<file path="src/rtl/bram_fifo_if.sv">
// Stream bundle for bram_fifo_ctrl.
// Slave side is the controller; master side is the producer/consumer.
interface bram_fifo_if #(
  parameter int RAM_WIDTH = 64
);
  logic                 s_valid;
  logic                 s_ready;
  logic [RAM_WIDTH-1:0] s_data;
  logic                 m_valid;
  logic                 m_ready;
  logic [RAM_WIDTH-1:0] m_data;

  modport slave (
    input  s_valid, s_data, m_ready,
    output s_ready, m_valid, m_data
  );

  modport master (
    output s_valid, s_data, m_ready,
    input  s_ready, m_valid, m_data
  );
endinterface

</file>
<file path="src/rtl/bram_fifo_ctrl.sv">
// FWFT stream FIFO built on a simple dual-port BRAM.
// Reads are prefetched into a 2-entry register buffer to hide read latency.
module bram_fifo_ctrl #(
  parameter int RAM_WIDTH = 64,
  parameter int RAM_DEPTH = 512,
  localparam int AW = $clog2(RAM_DEPTH),
  localparam int LW = $clog2(RAM_DEPTH + 2) + 1
) (
  input  logic                 clk,
  input  logic                 rst,
  bram_fifo_if.slave           st,
  output logic                 wr_ena,
  output logic [AW-1:0]        addra,
  output logic [RAM_WIDTH-1:0] dina,
  output logic                 rd_enb,
  output logic [AW-1:0]        addrb,
  input  logic [RAM_WIDTH-1:0] doutb,
  output logic [LW-1:0]        level
);
  localparam int CW = $clog2(RAM_DEPTH + 1);
  localparam logic [CW-1:0] FULL = CW'(RAM_DEPTH);

  logic [AW-1:0]        wr_ptr;
  logic [AW-1:0]        rd_ptr;
  logic [CW-1:0]        mem_cnt;
  logic                 rd_inflight;
  logic [1:0]           ob_cnt;
  logic [RAM_WIDTH-1:0] ob0;
  logic [RAM_WIDTH-1:0] ob1;
  logic                 push;
  logic                 pop;
  logic                 issue;
  logic [2:0]           occ;

  assign st.s_ready = (mem_cnt < FULL);
  assign st.m_valid = (ob_cnt != 2'd0);
  assign st.m_data  = ob0;

  assign push   = st.s_valid & st.s_ready;
  assign pop    = st.m_valid & st.m_ready;
  assign wr_ena = push;
  assign addra  = wr_ptr;
  assign dina   = st.s_data;
  assign rd_enb = issue;
  assign addrb  = rd_ptr;

  assign level = LW'(mem_cnt) + LW'(rd_inflight) + LW'(ob_cnt);

  // Issue a read only if the buffer will have room when the data lands
  always_comb begin
    occ   = {1'b0, ob_cnt} + {2'b00, rd_inflight} - {2'b00, pop};
    issue = (mem_cnt != '0) && (occ < 3'd2);
  end

  // BRAM pointers, occupancy and read-in-flight tracking
  always_ff @(posedge clk or posedge rst) begin
    if (rst) begin
      wr_ptr      <= '0;
      rd_ptr      <= '0;
      mem_cnt     <= '0;
      rd_inflight <= 1'b0;
    end else begin
      rd_inflight <= issue;
      if (push)
        wr_ptr <= wr_ptr + 1'b1;
      if (issue)
        rd_ptr <= rd_ptr + 1'b1;
      unique case ({push, issue})
        2'b10:   mem_cnt <= mem_cnt + 1'b1;
        2'b01:   mem_cnt <= mem_cnt - 1'b1;
        default: mem_cnt <= mem_cnt;
      endcase
    end
  end

  // Output buffer: ob0 is the head, ob1 the tail
  always_ff @(posedge clk or posedge rst) begin
    if (rst) begin
      ob_cnt <= 2'd0;
      ob0    <= '0;
      ob1    <= '0;
    end else begin
      unique case ({rd_inflight, pop})
        2'b11: begin
          if (ob_cnt == 2'd2) begin
            ob0 <= ob1;
            ob1 <= doutb;
          end else begin
            ob0 <= doutb;
          end
        end
        2'b01: begin
          ob0    <= ob1;
          ob_cnt <= ob_cnt - 2'd1;
        end
        2'b10: begin
          if (ob_cnt == 2'd0)
            ob0 <= doutb;
          else
            ob1 <= doutb;
          ob_cnt <= ob_cnt + 2'd1;
        end
        default: ;
      endcase
    end
  end
endmodule

</file>
<file path="src/flat_wrapper.sv">
// flat-port wrapper written by rule: the top's interface ports become plain ports
module bram_fifo_ctrl_flat 
#(
  parameter int RAM_WIDTH = 64,
  parameter int RAM_DEPTH = 512,
  localparam int AW = $clog2(RAM_DEPTH),
  localparam int LW = $clog2(RAM_DEPTH + 2) + 1
)
  (clk, rst, wr_ena, addra, dina, rd_enb, addrb, doutb, level, st_s_valid, st_s_data, st_m_ready, st_s_ready, st_m_valid, st_m_data);
  bram_fifo_if #(.RAM_WIDTH(RAM_WIDTH)) st_i ();
  input  logic clk;
  input  logic rst;
  output logic wr_ena;
  output logic [AW-1:0] addra;
  output logic [RAM_WIDTH-1:0] dina;
  output logic rd_enb;
  output logic [AW-1:0] addrb;
  input  logic [RAM_WIDTH-1:0] doutb;
  output logic [LW-1:0] level;
  input wire logic [$bits(st_i.s_valid)-1:0] st_s_valid;
  input wire logic [$bits(st_i.s_data)-1:0] st_s_data;
  input wire logic [$bits(st_i.m_ready)-1:0] st_m_ready;
  output wire logic [$bits(st_i.s_ready)-1:0] st_s_ready;
  output wire logic [$bits(st_i.m_valid)-1:0] st_m_valid;
  output wire logic [$bits(st_i.m_data)-1:0] st_m_data;
  assign st_i.s_valid = st_s_valid;
  assign st_i.s_data = st_s_data;
  assign st_i.m_ready = st_m_ready;
  assign st_s_ready = st_i.s_ready;
  assign st_m_valid = st_i.m_valid;
  assign st_m_data = st_i.m_data;
  bram_fifo_ctrl #(.RAM_WIDTH(RAM_WIDTH), .RAM_DEPTH(RAM_DEPTH)) u_core (.clk(clk), .rst(rst), .st(st_i), .wr_ena(wr_ena), .addra(addra), .dina(dina), .rd_enb(rd_enb), .addrb(addrb), .doutb(doutb), .level(level));
endmodule
</file>
<file path="config.mk">
export PLATFORM = sky130hd
export DESIGN_NAME = bram_fifo_ctrl_flat
export DESIGN_NICKNAME = d
export VERILOG_FILES = /design/src/rtl/bram_fifo_if.sv /design/src/rtl/bram_fifo_ctrl.sv /design/src/flat_wrapper.sv
export SDC_FILE = /design/constraint.sdc
export NUM_CORES = 1
export LEC_CHECK = 0
export BUFFER_PORTS_ARGS = -buffer_cell sky130_fd_sc_hd__clkbuf_2
export CORE_ASPECT_RATIO = 2
export CORE_MARGIN = 1.5
export CORE_UTILIZATION = 49
export CTS_CLUSTER_DIAMETER = 40
export DETAILED_ROUTE_END_ITERATION = 8
export GPL_ROUTABILITY_DRIVEN = 0
export PLACE_DENSITY = 0.78
export SLEW_MARGIN = 20
export SYNTH_ARGS = -nofsm -noshare
export SYNTH_HDL_FRONTEND = slang
export SYNTH_SLANG_ARGS = --single-unit
</file>
<file path="constraint.sdc">
create_clock -name clk -period 8.43 [get_ports clk]
set_clock_uncertainty 0.1 [all_clocks]
set_input_delay 0.843 -clock clk [delete_from_list [all_inputs] [get_ports clk]]
set_output_delay 0.843 -clock clk [all_outputs]
set_load 0.02 [all_outputs]
</file>
# [Yosys cells after proc, flatten, opt, wreduce, memory -nomap -nowiden]
# Cells that the tools add are included.
[word_totals] register_bits=159 in_bits=132 output_inout_bits=161
[op_classes] addsub=10 magnitude_cmp=2 eq_ne=9 n_mux=8 n_bitwise=2 n_reduce_logical=10
[ops] op="two-way mux 64 bit" count=4
[ops] op="one-hot mux 64 bit (3 select lines)" count=1
[ops] op="one-hot mux 64 bit (2 select lines)" count=1
[ops] op="one-hot mux 10 bit (2 select lines)" count=1
[ops] op="adder 9 x 1 -> 9 bit, second input constant" count=2
[ops] op="adder 10 x 1 -> 11 bit" count=1
[ops] op="adder 11 x 2 -> 11 bit" count=1
[ops] op="adder 10 x 1 -> 10 bit, second input constant" count=1
[ops] op="less-than comparator 10 bit, second input constant" count=1
[ops] op="nonzero test 10 bit" count=1
[ops] op="subtractor 10 x 1 -> 10 bit, second input constant" count=1
[ops] op="== test 2 bit, second input constant" count=4
[ops] op="nonzero test 2 bit" count=4
[ops] op="== test 2 x 1 -> 1 bit, second input constant" count=2
[ops] op="inequality test 2 x 1 -> 1 bit, second input constant" count=2
[ops] op="one-hot mux 2 bit (2 select lines)" count=1
[ops] op="adder 2 x 1 -> 3 bit" count=1
[ops] op="less-than comparator 3 x 2 -> 1 bit, second input constant" count=1
[ops] op="AND reduction 3 bit" count=1
[ops] op="nonzero test 3 bit" count=1
[ops] op="subtractor 3 x 1 -> 3 bit" count=1
[ops] op="adder 2 x 1 -> 2 bit, second input constant" count=1
[ops] op="bitwise AND 1 bit" count=2
[ops] op="logical NOT 2 bit" count=1
[ops] op="4 further kinds" count=4

# [Depth between registers and ports, before layout]
# Gate-level depths: netlist of run 1.
[depth] ltp_word=7 ltp_mapped=20 depth_no_buf=17

# [Least setup slack after synthesis of run 1]
# No wires, ideal clock.
[synth_path] path_type="input to register" startpoint="input port st_m_ready" endpoint="register u_core.mem_cnt[9]" setup_time_ps=80 t_arrival_ps=4731 setup_slack_ps=3519 cell_stages=17 path_buffers=2 path_cell_list="nand2_1 inv_2 ha_1 clkbuf_1 clkbuf_1 nand2b_1 fa_1 xor2_1 a311oi_4 ha_1 ha_1 a21o_1 nand4_1 nand3_1 a221oi_1 mux2i_1 xnor2_1"
[synth_via] elab_chain_cells=6 word_cells_on_any_way=8 cone_classes="add/sub (1); order compare (1); eq/ne (2); mux (1); bitwise (1); reduce/logical (2)"
[synth_lines] element="start, declared" line="flat_wrapper.sv:22" source="input wire logic [$bits(st_i.m_ready)-1:0] st_m_ready;"
[synth_lines] element="bitwise AND 1 bit (*)" line="bram_fifo_ctrl.sv:40" source="assign pop = st.m_valid & st.m_ready;"
[synth_lines] element="subtractor 3 x 1 -> 3 bit (*)" line="bram_fifo_ctrl.sv:51" source="occ = {1'b0, ob_cnt} + {2'b00, rd_inflight} - {2'b00, pop};"
[synth_lines] element="less-than comparator 3 x 2 -> 1 bit (*)" line="bram_fifo_ctrl.sv:52" source="issue = (mem_cnt != '0) && (occ < 3'd2);"
[synth_lines] element="logical AND 1 bit (*)" line="bram_fifo_ctrl.sv:52"
[synth_lines] element="named net rd_enb" line="flat_wrapper.sv:16" source="output logic rd_enb;"
[synth_lines] element="== test 2 x 1 -> 1 bit or == test 2 bit (tied branches)" line="bram_fifo_ctrl.sv:68" source="unique case ({push, issue})"
[synth_lines] element="one-hot mux 10 bit (2 select lines) or nonzero test 2 bit (tied branches)"
[synth_lines] element="end signal, assigned" line="bram_fifo_ctrl.sv:69" source="2'b10: mem_cnt <= mem_cnt + 1'b1;"
[synth_lines] element="end signal, assigned" line="bram_fifo_ctrl.sv:70" source="2'b01: mem_cnt <= mem_cnt - 1'b1;"
[synth_lines] element="end signal, assigned" line="bram_fifo_ctrl.sv:71" source="default: mem_cnt <= mem_cnt;"
[synth_lines] element="end, declared" line="bram_fifo_ctrl.sv:25" source="logic [CW-1:0] mem_cnt;"
# Mark *: on every way through the listed nets, which the timed path passes. The rest lies on a longest branch.
# A chain may end at the register's enable or synchronous reset.

# [Worst setup path in the final report of run 1]
[layout_path] startpoint="register u_core.ob_cnt[0]" endpoint="register u_core.mem_cnt[9]"
[layout_via] elab_chain_cells=7 word_cells_on_any_way=10 cone_classes="add/sub (2); order compare (1); eq/ne (2); mux (1); bitwise (1); reduce/logical (3)"
[layout_lines] element="start, declared" line="bram_fifo_ctrl.sv:27" source="logic [1:0] ob_cnt;"
[layout_lines] element="start signal, assigned" line="bram_fifo_ctrl.sv:94" source="ob_cnt <= ob_cnt - 2'd1;"
[layout_lines] element="start signal, assigned" line="bram_fifo_ctrl.sv:101" source="ob_cnt <= ob_cnt + 2'd1;"
[layout_lines] element="parallel branches: the longest is 2 deep, another holds adder 2 x 1 -> 3 bit"
[layout_lines] element="subtractor 3 x 1 -> 3 bit (*)" line="bram_fifo_ctrl.sv:51"
[layout_lines] element="less-than comparator 3 x 2 -> 1 bit (*)" line="bram_fifo_ctrl.sv:52"
[layout_lines] element="logical AND 1 bit (*)" line="bram_fifo_ctrl.sv:52"
[layout_lines] element="== test 2 x 1 -> 1 bit or == test 2 bit (tied branches)" line="bram_fifo_ctrl.sv:68"
[layout_lines] element="one-hot mux 10 bit (2 select lines) or nonzero test 2 bit (tied branches)"
# Mark *: on every way between the ends.

==> reports/metrics.sh, run 1 <==
STATUS='finished, final reports clean'
GRT_ANTENNA_BEFORE_REPAIR=0
ROUTEDLENGTHMET1_UM=7540
MET2_LENGTH_UM=11400
SYNTH-EDFF-COUNT=0
MIN_PATH_CELLS=1
CLOCK_TREE.HTREE_LEVEL_COUNT=4
CLOCK-ROOT-BUFFER='clkbuf_16'
DRTITER0DRC=408
VDD.IR_DROP.WORST_uV=436
CORE_AREA_SQ_UM=17400
GLOBAL_ROUTE.OVERFLOW_TOTAL=0
NUM-NETS-FINAL=1031
MET3_LENGTH_UM=1140
SYNTH_FLOP_CELL='dfrtp_1'
POST_CTS_BUFFERS=0
DR_TOTAL_VIAS=6727
SYNTH_NETS=968
TIMING.MAX_CAP.VIOLATIONS=0
HIGHEST_CLOCK_RATE_GHz=0.197
FLOORPLAN.ROWS=68
MAXIMUM_NET_FANOUT_ON_THE_CRITICAL_PATH=50
YS_FF_LATCH=159
VIAS_PER_CELL=6.10
TIMING.FINAL.WS_SETUP_PS=3370
GRT_PASS1_VIAS=6666
CRIT_REQUIRED_PS=8680
SYNTH_AREA_LEADER_CELL='dfrtp_1'
CAPTURE_POINT_OF_THE_WORST_REG_TO_REG_PATH='u_core.mem_cnt[9]$_DFFE_PP0P_'
DRTANTENNAVIOLNETS=0
FIN_UTIL_PCT=55.8
SYNTH-ASYNC-RESET-RATIO_PCT=100
SYN-MEAN-INSTANCE-AREA_SQ_UM=10.7
FIN_HOLD_WS_PS=375
ROUTED.TOP_LAYER='met4'
WORST_SETUP_PATH_START_KIND='flop'
FIN_SETUP_TNS_PS=0
WORST_R2R_PATH_DEPTH=17
PWR_DENSITY_CELL_nW_PER_UM2=489
TOTALWIRELENGTH_UM=21300
SYN-INSTANCE-COUNT=816
SYNTH_WARNINGS=0
DETAILEDPLACEMENTHPWL_UM=13700
CTS_RESIZED=0
SYNTH_COMMON_CELLS='dfrtp_1 (159), nand2_1 (135), buf_4 (74)'
FINALHOLDVIOLATIONS=0
SYNTH_MOST_COMMON_CELL='dfrtp_1'
MAX_SLEW.WORST_PIN.SLEW_PS=923
DIEWIDTH_UM=97.2
DP_WORST_SETUP_SLACK_PS=3260
RSZ0062_AT_GRT='false'
R2R_SLACK_PS=3370
FINALCRITICALPERIOD_PS=5060
GRT_UTIL_ALL_LAYERS_PCT=23.1
POWER_mW=4.73
SYNTH_CELL_TYPE_COUNT=42
POST_SYNTH_MAIN_AREA_CONTRIBUTORS='dfrtp_1 (46%), mux2_2 (7.5%), buf_4 (6.4%)'
IOPINCOUNT=293
MIN_FROM='u_core.st.m_data[58]$_DFFE_PP0P_'
HOLD_PATH.CLASS='reg -> reg'
WORST_HOLD_PATH.ENDPOINT='u_core.st.m_data[58]$_DFFE_PP0P_'
ANTENNA_CELL_COUNT=0
SYNTH_AREA_SQ_UM=8700
RELSLEWSLACK_PCT=38.5
FINAL-SETUP-VIOL-COUNT=0
WIRE_PER_INST_UM=19.3
SYNTH.TOP_CELL.AREA_SHARE_PCT=45.7
GRT_FIRST_PASS_WIRELENGTH_UM=34100
MAXIMUM_NUMBER_OF_PINS_ON_ONE_NET_BEFORE_GLOBAL_ROUTE_REPAIR=90
PORT-BUFFER-COUNT=164
SETUP.WORST_PATH.CLASS='reg -> reg'
SYNTH.YOSYS.SEQ_AREA_SHARE_PCT=45.7
CRITPATHCAPTURETYPE='flop'
R2R-START='u_core.ob_cnt[0]$_DFFE_PP0N_'
CLK_TRANSITION_REPORTED_PATHS_PS=70
CTS.SINK_COUNT=159
FINAL_MAX_SLEW_VIOL_COUNT=0
FRACTION_OF_LAYOUT_CELLS_WITH_A_SIZE_SUFFIX_ABOVE_1_PCT=31.1
CLOCK_PATH_BUFFERS=2
DRT-PASS1-ITER-COUNT=5
FP.DIEAREA_SQ_UM=18600
CTS_HOLD_REPAIR.BUFFERS=0
DIEHEIGHT_UM=191
START_UTIL_PCT=50.1
AREA.GROWTH.SYNTH_TO_FINAL_PCT=11.3
CLOCK_TREE_FROM_TRITONCTS='yes'
MIN_PERIOD_OVER_PERIOD_PCT=60.1
INSERTION_DELAY_PS=430
ARRIVAL_PS=5320
POST-ROUTE-DRC-COUNT=0
CELLLEAKAGEPOWER_nW=4.66
TRITONCTS.NUM_BUFFERS=17
==> report_power, final <==
group | switching [mW] | internal, mW | total, mW
clock | 0.321 | 0.493 | 0.813
combinational | 1.46 | 1.01 | 2.46
sequential | 0.309 | 1.15 | 1.45
==> area by class of cell <==
| class | count | area (sq um) |
|---|---|---|
| Fill cell | 1523 | 7670 |
| Timing Repair Buffer | 172 | 881 |
| Inverter | 13 | 53.8 |
| Multi-Input combinational cell | 516 | 3880 |
| Clock buffer | 21 | 470 |
| Clock inverter | 11 | 155 |
| Tap cell | 210 | 263 |
| Sequential cell | 159 | 3980 |
==> stage by stage <==
| step | cells | area (sq um) |
|---|---|---|
| after floorplan | 816 | 8700 |
| after global placement | 1070 | 9060 |
| after detailed placement | 1070 | 9060 |
| after CTS | 1102 | 9690 |
| after global routing | 1102 | 9690 |
| final | 1102 | 9690 |
==> routing by layer <==
layer	GRT usage, %	vias to the layer above
met5	0	-
met4	14.8	0
met3	4.39	81
met2	41.6	261
met1	24.6	3343
li1	-	3042
==> worst max-delay path, stage by stage (launching register included) <==
cell      delay (ps)
dfrtp_1          530
nor2_4           260
inv_2             50
nand2_1          100
inv_2             80
ha_4             390
nand2b_1         230
fa_1             390
xor2_1           180
a311oi_4         600
ha_1             540
ha_1             310
a21o_1           190
nand4_1           90
nand3_1          160
a221oi_1         390
mux2i_1          260
xnor2_1          140
==> kinds of logic (layout without fill, tap and decap cells) <==
group	count (synthesis)	count (layout)	synth area share (%)
DFF	159	159	45.7
xor gates and xnor gates	36	36	3.62
muxes	69	69	8.92
buffers and inverters	141	217	9.99
and+or+nand+nor	182	182	9.07
AOI/OAI and AO/OA	209	209	19.4
adders and majority gates	20	20	3.22
==> state kept, by name, indices dropped and copies added (netlist names) <==
signal,flops
u_core.ob_cnt,2
u_core.mem_cnt,10
u_core.ob1,64
u_core.rd_inflight,1
u_core.st.m_data,64
u_core.addrb,9
u_core.addra,9
==> worst max-delay path by stage <==
stage          slack [ps]                          from                       endpoint  cells after the start
3_3_place_gp         3410                    st_m_ready  u_core.mem_cnt[9]$_DFFE_PP0P_                     16
3_5_place_dp         3260                    st_m_ready  u_core.mem_cnt[9]$_DFFE_PP0P_                     16
4_1_cts              3340  u_core.ob_cnt[1]$_DFFE_PP0N_  u_core.mem_cnt[9]$_DFFE_PP0P_                     17
5_1_grt              3020  u_core.ob_cnt[0]$_DFFE_PP0N_  u_core.mem_cnt[8]$_DFFE_PP0P_                     17
2_1_floorplan        3200                           rst    u_core.addra[0]$_DFFE_PP0P_                      1
6_report             3370  u_core.ob_cnt[0]$_DFFE_PP0N_  u_core.mem_cnt[9]$_DFFE_PP0P_                     17
==> cell usage in the layout, fill, tap and decap left out, types with 4 or more instances in the layout <==
master      instances
nor2_1             10
a311oi_1           57
mux2_1             10
o21ai_1             7
nand2_1           134
xor2_1             13
fa_1                4
mux2_2             58
inv_1              10
a22oi_1             7
o21ai_0             7
xnor2_1            23
dfrtp_1           159
a221oi_1           58
clkbuf_2          164
and3_1              4
clkinvlp_4          4
clkbuf_16          17
buf_4               8
ha_1               14
a21o_1             59
nand3_1            17
a21oi_1             8
No activity file was read; power rests on OpenSTA's default activity.
==> run 2: changes to the inputs <==
Clock period 8.43 ns to 4.85 ns, I/O delays scaled along.
==> run 2 against run 1 <==
Power is 73% higher. Flip-flop and latch count unchanged. Wire length is 0.16% lower. Utilization about the same. Setup slack worse by 2900 ps. Sequential power grew 73%. Register-to-register slack lost 2900 ps. Cell count rose by 0.18%.
==> reports/metrics.sh, run 2 (same netlist as run 1, synthesis figures left out) <==
STATUS='finished, final reports clean'
CRITPATHCAPTURETYPE='flop'
FIN_SETUP_TNS_PS=0  # unchanged
FP.DIEAREA_SQ_UM=18600  # unchanged
TIMING.MAX_CAP.VIOLATIONS=0  # unchanged
CLOCK_TREE.HTREE_LEVEL_COUNT=4  # unchanged
LAYOUT.FILLER_CELLS=1535  # +0.79%
GRT_FIRST_PASS_WIRELENGTH_UM=34700  # +1.8%
DR_TOTAL_VIAS=6781  # +0.80%
WORST_SETUP_PATH_START_KIND='flop'
FIN_HOLD_WS_PS=174  # -201 ps
WIRE_PER_INST_UM=19.2  # -0.34%
GRT_ANTENNA_BEFORE_REPAIR=0  # unchanged
TIMING.FINAL.WS_SETUP_PS=514  # -2850 ps
RSZ0062_AT_GRT='false'
ARRIVAL_PS=4590  # -730 ps
START_UTIL_PCT=50.1  # unchanged
ANTENNA_CELL_COUNT=0  # unchanged
SETUP.WORST_PATH.CLASS='reg -> reg'
FINALINSTANCEAREA_SQ_UM=9680  # about the same
CTS_RESIZED=0  # unchanged
MAX_SLEW.WORST_PIN.SLEW_PS=933  # +10.7 ps
POST_CTS_BUFFERS=0  # unchanged
DETAILEDPLACEMENTHPWL_UM=13600  # -0.57%
MAXIMUM_NUMBER_OF_PINS_ON_ONE_NET_BEFORE_GLOBAL_ROUTE_REPAIR=160  # +78%
FINALHOLDVIOLATIONS=0  # unchanged
PWR_DENSITY_CELL_nW_PER_UM2=844  # +73%
CLOCK_PATH_BUFFERS=2  # unchanged
CORE_AREA_SQ_UM=17400  # unchanged
CLK_TRANSITION_REPORTED_PATHS_PS=70  # about the same
RELSLEWSLACK_PCT=37.7  # -0.85 points
CTS.SINK_COUNT=159  # unchanged
GLOBAL_ROUTE.OVERFLOW_TOTAL=0  # unchanged
CTS_HOLD_REPAIR.BUFFERS=0  # unchanged
PORT-BUFFER-COUNT=164  # unchanged
TOTALWIRELENGTH_UM=21200  # -0.16%
TRITONCTS.NUM_BUFFERS=17  # unchanged
HOLD_PATH.CLASS='in -> async'
FINAL-SETUP-VIOL-COUNT=0  # unchanged
FINALCRITICALPERIOD_PS=4340  # -729 ps
FINAL_MAX_SLEW_VIOL_COUNT=0  # unchanged
COMMONEST_CELLS_AFTER_ROUTING_FILL_AND_TAPS_ASIDE='clkbuf_2 (164), dfrtp_1 (159), nand2_1 (134)'
GRT_UTIL_ALL_LAYERS_PCT=23.3  # +0.16 points
FLOORPLAN.ROWS=68  # unchanged
POST-ROUTE-DRC-COUNT=0  # unchanged
CRIT_REQUIRED_PS=5100  # -3580 ps
DIEHEIGHT_UM=191  # unchanged
VIAS_PER_CELL=6.14  # +0.62%
LAYOUT.CELLS.MOST_COMMON='clkbuf_2'
NUM-NETS-FINAL=1033  # +0.19%
AREA.GROWTH.SYNTH_TO_FINAL_PCT=11.3  # about the same
INSERTION_DELAY_PS=420  # about the same
DIEWIDTH_UM=97.2  # unchanged
DRT-PASS1-ITER-COUNT=5  # unchanged
DP_WORST_SETUP_SLACK_PS=583  # -2670 ps
MAXIMUM_NET_FANOUT_ON_THE_CRITICAL_PATH=11  # -78%
HIGHEST_CLOCK_RATE_GHz=0.231  # +17%
CLOCK_TREE_FROM_TRITONCTS='yes'
FRACTION_OF_LAYOUT_CELLS_WITH_A_SIZE_SUFFIX_ABOVE_1_PCT=31.4  # +0.38 points
MIN_PERIOD_OVER_PERIOD_PCT=89.4  # +29 points
GRT_PASS1_VIAS=6856  # +2.9%
POWER_mW=8.17  # +73%
DRTANTENNAVIOLNETS=0  # unchanged
VDD.IR_DROP.WORST_uV=805  # +85%
CELLLEAKAGEPOWER_nW=4.66  # about the same
DRTITER0DRC=344  # -16%
CLOCK-ROOT-BUFFER='clkbuf_16'
IOPINCOUNT=293  # unchanged
PLACEMENT.CELL_AREA_SQ_UM=9100  # +0.46%
run 2: cell count changes in the layout (fill, tap and decap cells not counted):
cell	previous run	this run
buf_12	0	2
bufinv_16	3	1
clkinv_2	0	2
inv_8	0	2
clkbuf_1	1	0
clkbuf_8	3	2
clkinv_4	2	1
clkinvlp_4	4	5
ha_1	14	13
ha_2	1	2
run 2: cell type report:
| class | instances | area (sq um) | area share [%] |
|---|---|---|---|
| repair buffers | 174 | 921 | 9.51 |
| multi-input cells | 516 | 3890 | 40.1 |
| clock inverters | 13 | 128 | 1.32 |
| flip-flops and latches | 159 | 3980 | 41.1 |
| inverters | 13 | 52.6 | 0.543 |
| well taps | 210 | 263 | 2.71 |
| clock buffers | 19 | 453 | 4.68 |
run 2: where the power goes:
group	switching, mW	internal (mW)	leakage [nW]
Combinational	2.56	1.78	2.44
Clock	0.577	0.744	0.276
Sequential	0.521	1.99	1.94
run 2: final timing paths:
| path | depth (start not counted) | slack (ps) | startpoint | end |
|---|---|---|---|---|
| min | 3 | 170 | rst | u_core.st.m_data[23]$_DFFE_PP0P_ |
| max in group asynchronous | 3 | 3800 | rst | u_core.ob1[52]$_DFFE_PP0P_ |
| max reg2reg | 17 | 510 | u_core.ob_cnt[0]$_DFFE_PP0N_ | u_core.mem_cnt[9]$_DFFE_PP0P_ |
| max | 17 | 510 | u_core.ob_cnt[0]$_DFFE_PP0N_ | u_core.mem_cnt[9]$_DFFE_PP0P_ |
| min reg2reg | 1 | 380 | u_core.st.m_data[19]$_DFFE_PP0P_ | u_core.st.m_data[19]$_DFFE_PP0P_ |
| min in group clk | 2 | 210 | doutb[61] | u_core.ob1[61]$_DFFE_PP0P_ |
run 2: metrics by stage:
| step | utilization (%) | cells |
|---|---|---|
| final | 55.8 | 1104 |
| after global routing | 55.8 | 1104 |
| after CTS | 55.8 | 1104 |
| after detailed placement | 52.4 | 1072 |
| after global placement | 52.4 | 1072 |
| after floorplan | - | 816 |
run 2: metal layers:
layer  part of all wire, %  GRT usage [%]
met5                     0              0
met2                    53           41.5
met4                   5.4           15.2
met1                    37           25.5
met3                   4.9           3.47
run 2: worst max-delay path, cell delays in order, from the launching register on:
cell	delay (ps)
dfrtp_1	530
nor2_4	260
inv_2	50
nand2_1	100
inv_2	90
ha_4	220
nand2b_1	150
fa_1	410
xor2_1	180
a311oi_4	310
ha_2	380
ha_1	280
a21o_1	190
nand4_1	90
nand3_1	170
a221oi_1	370
mux2i_1	260
xnor2_1	130
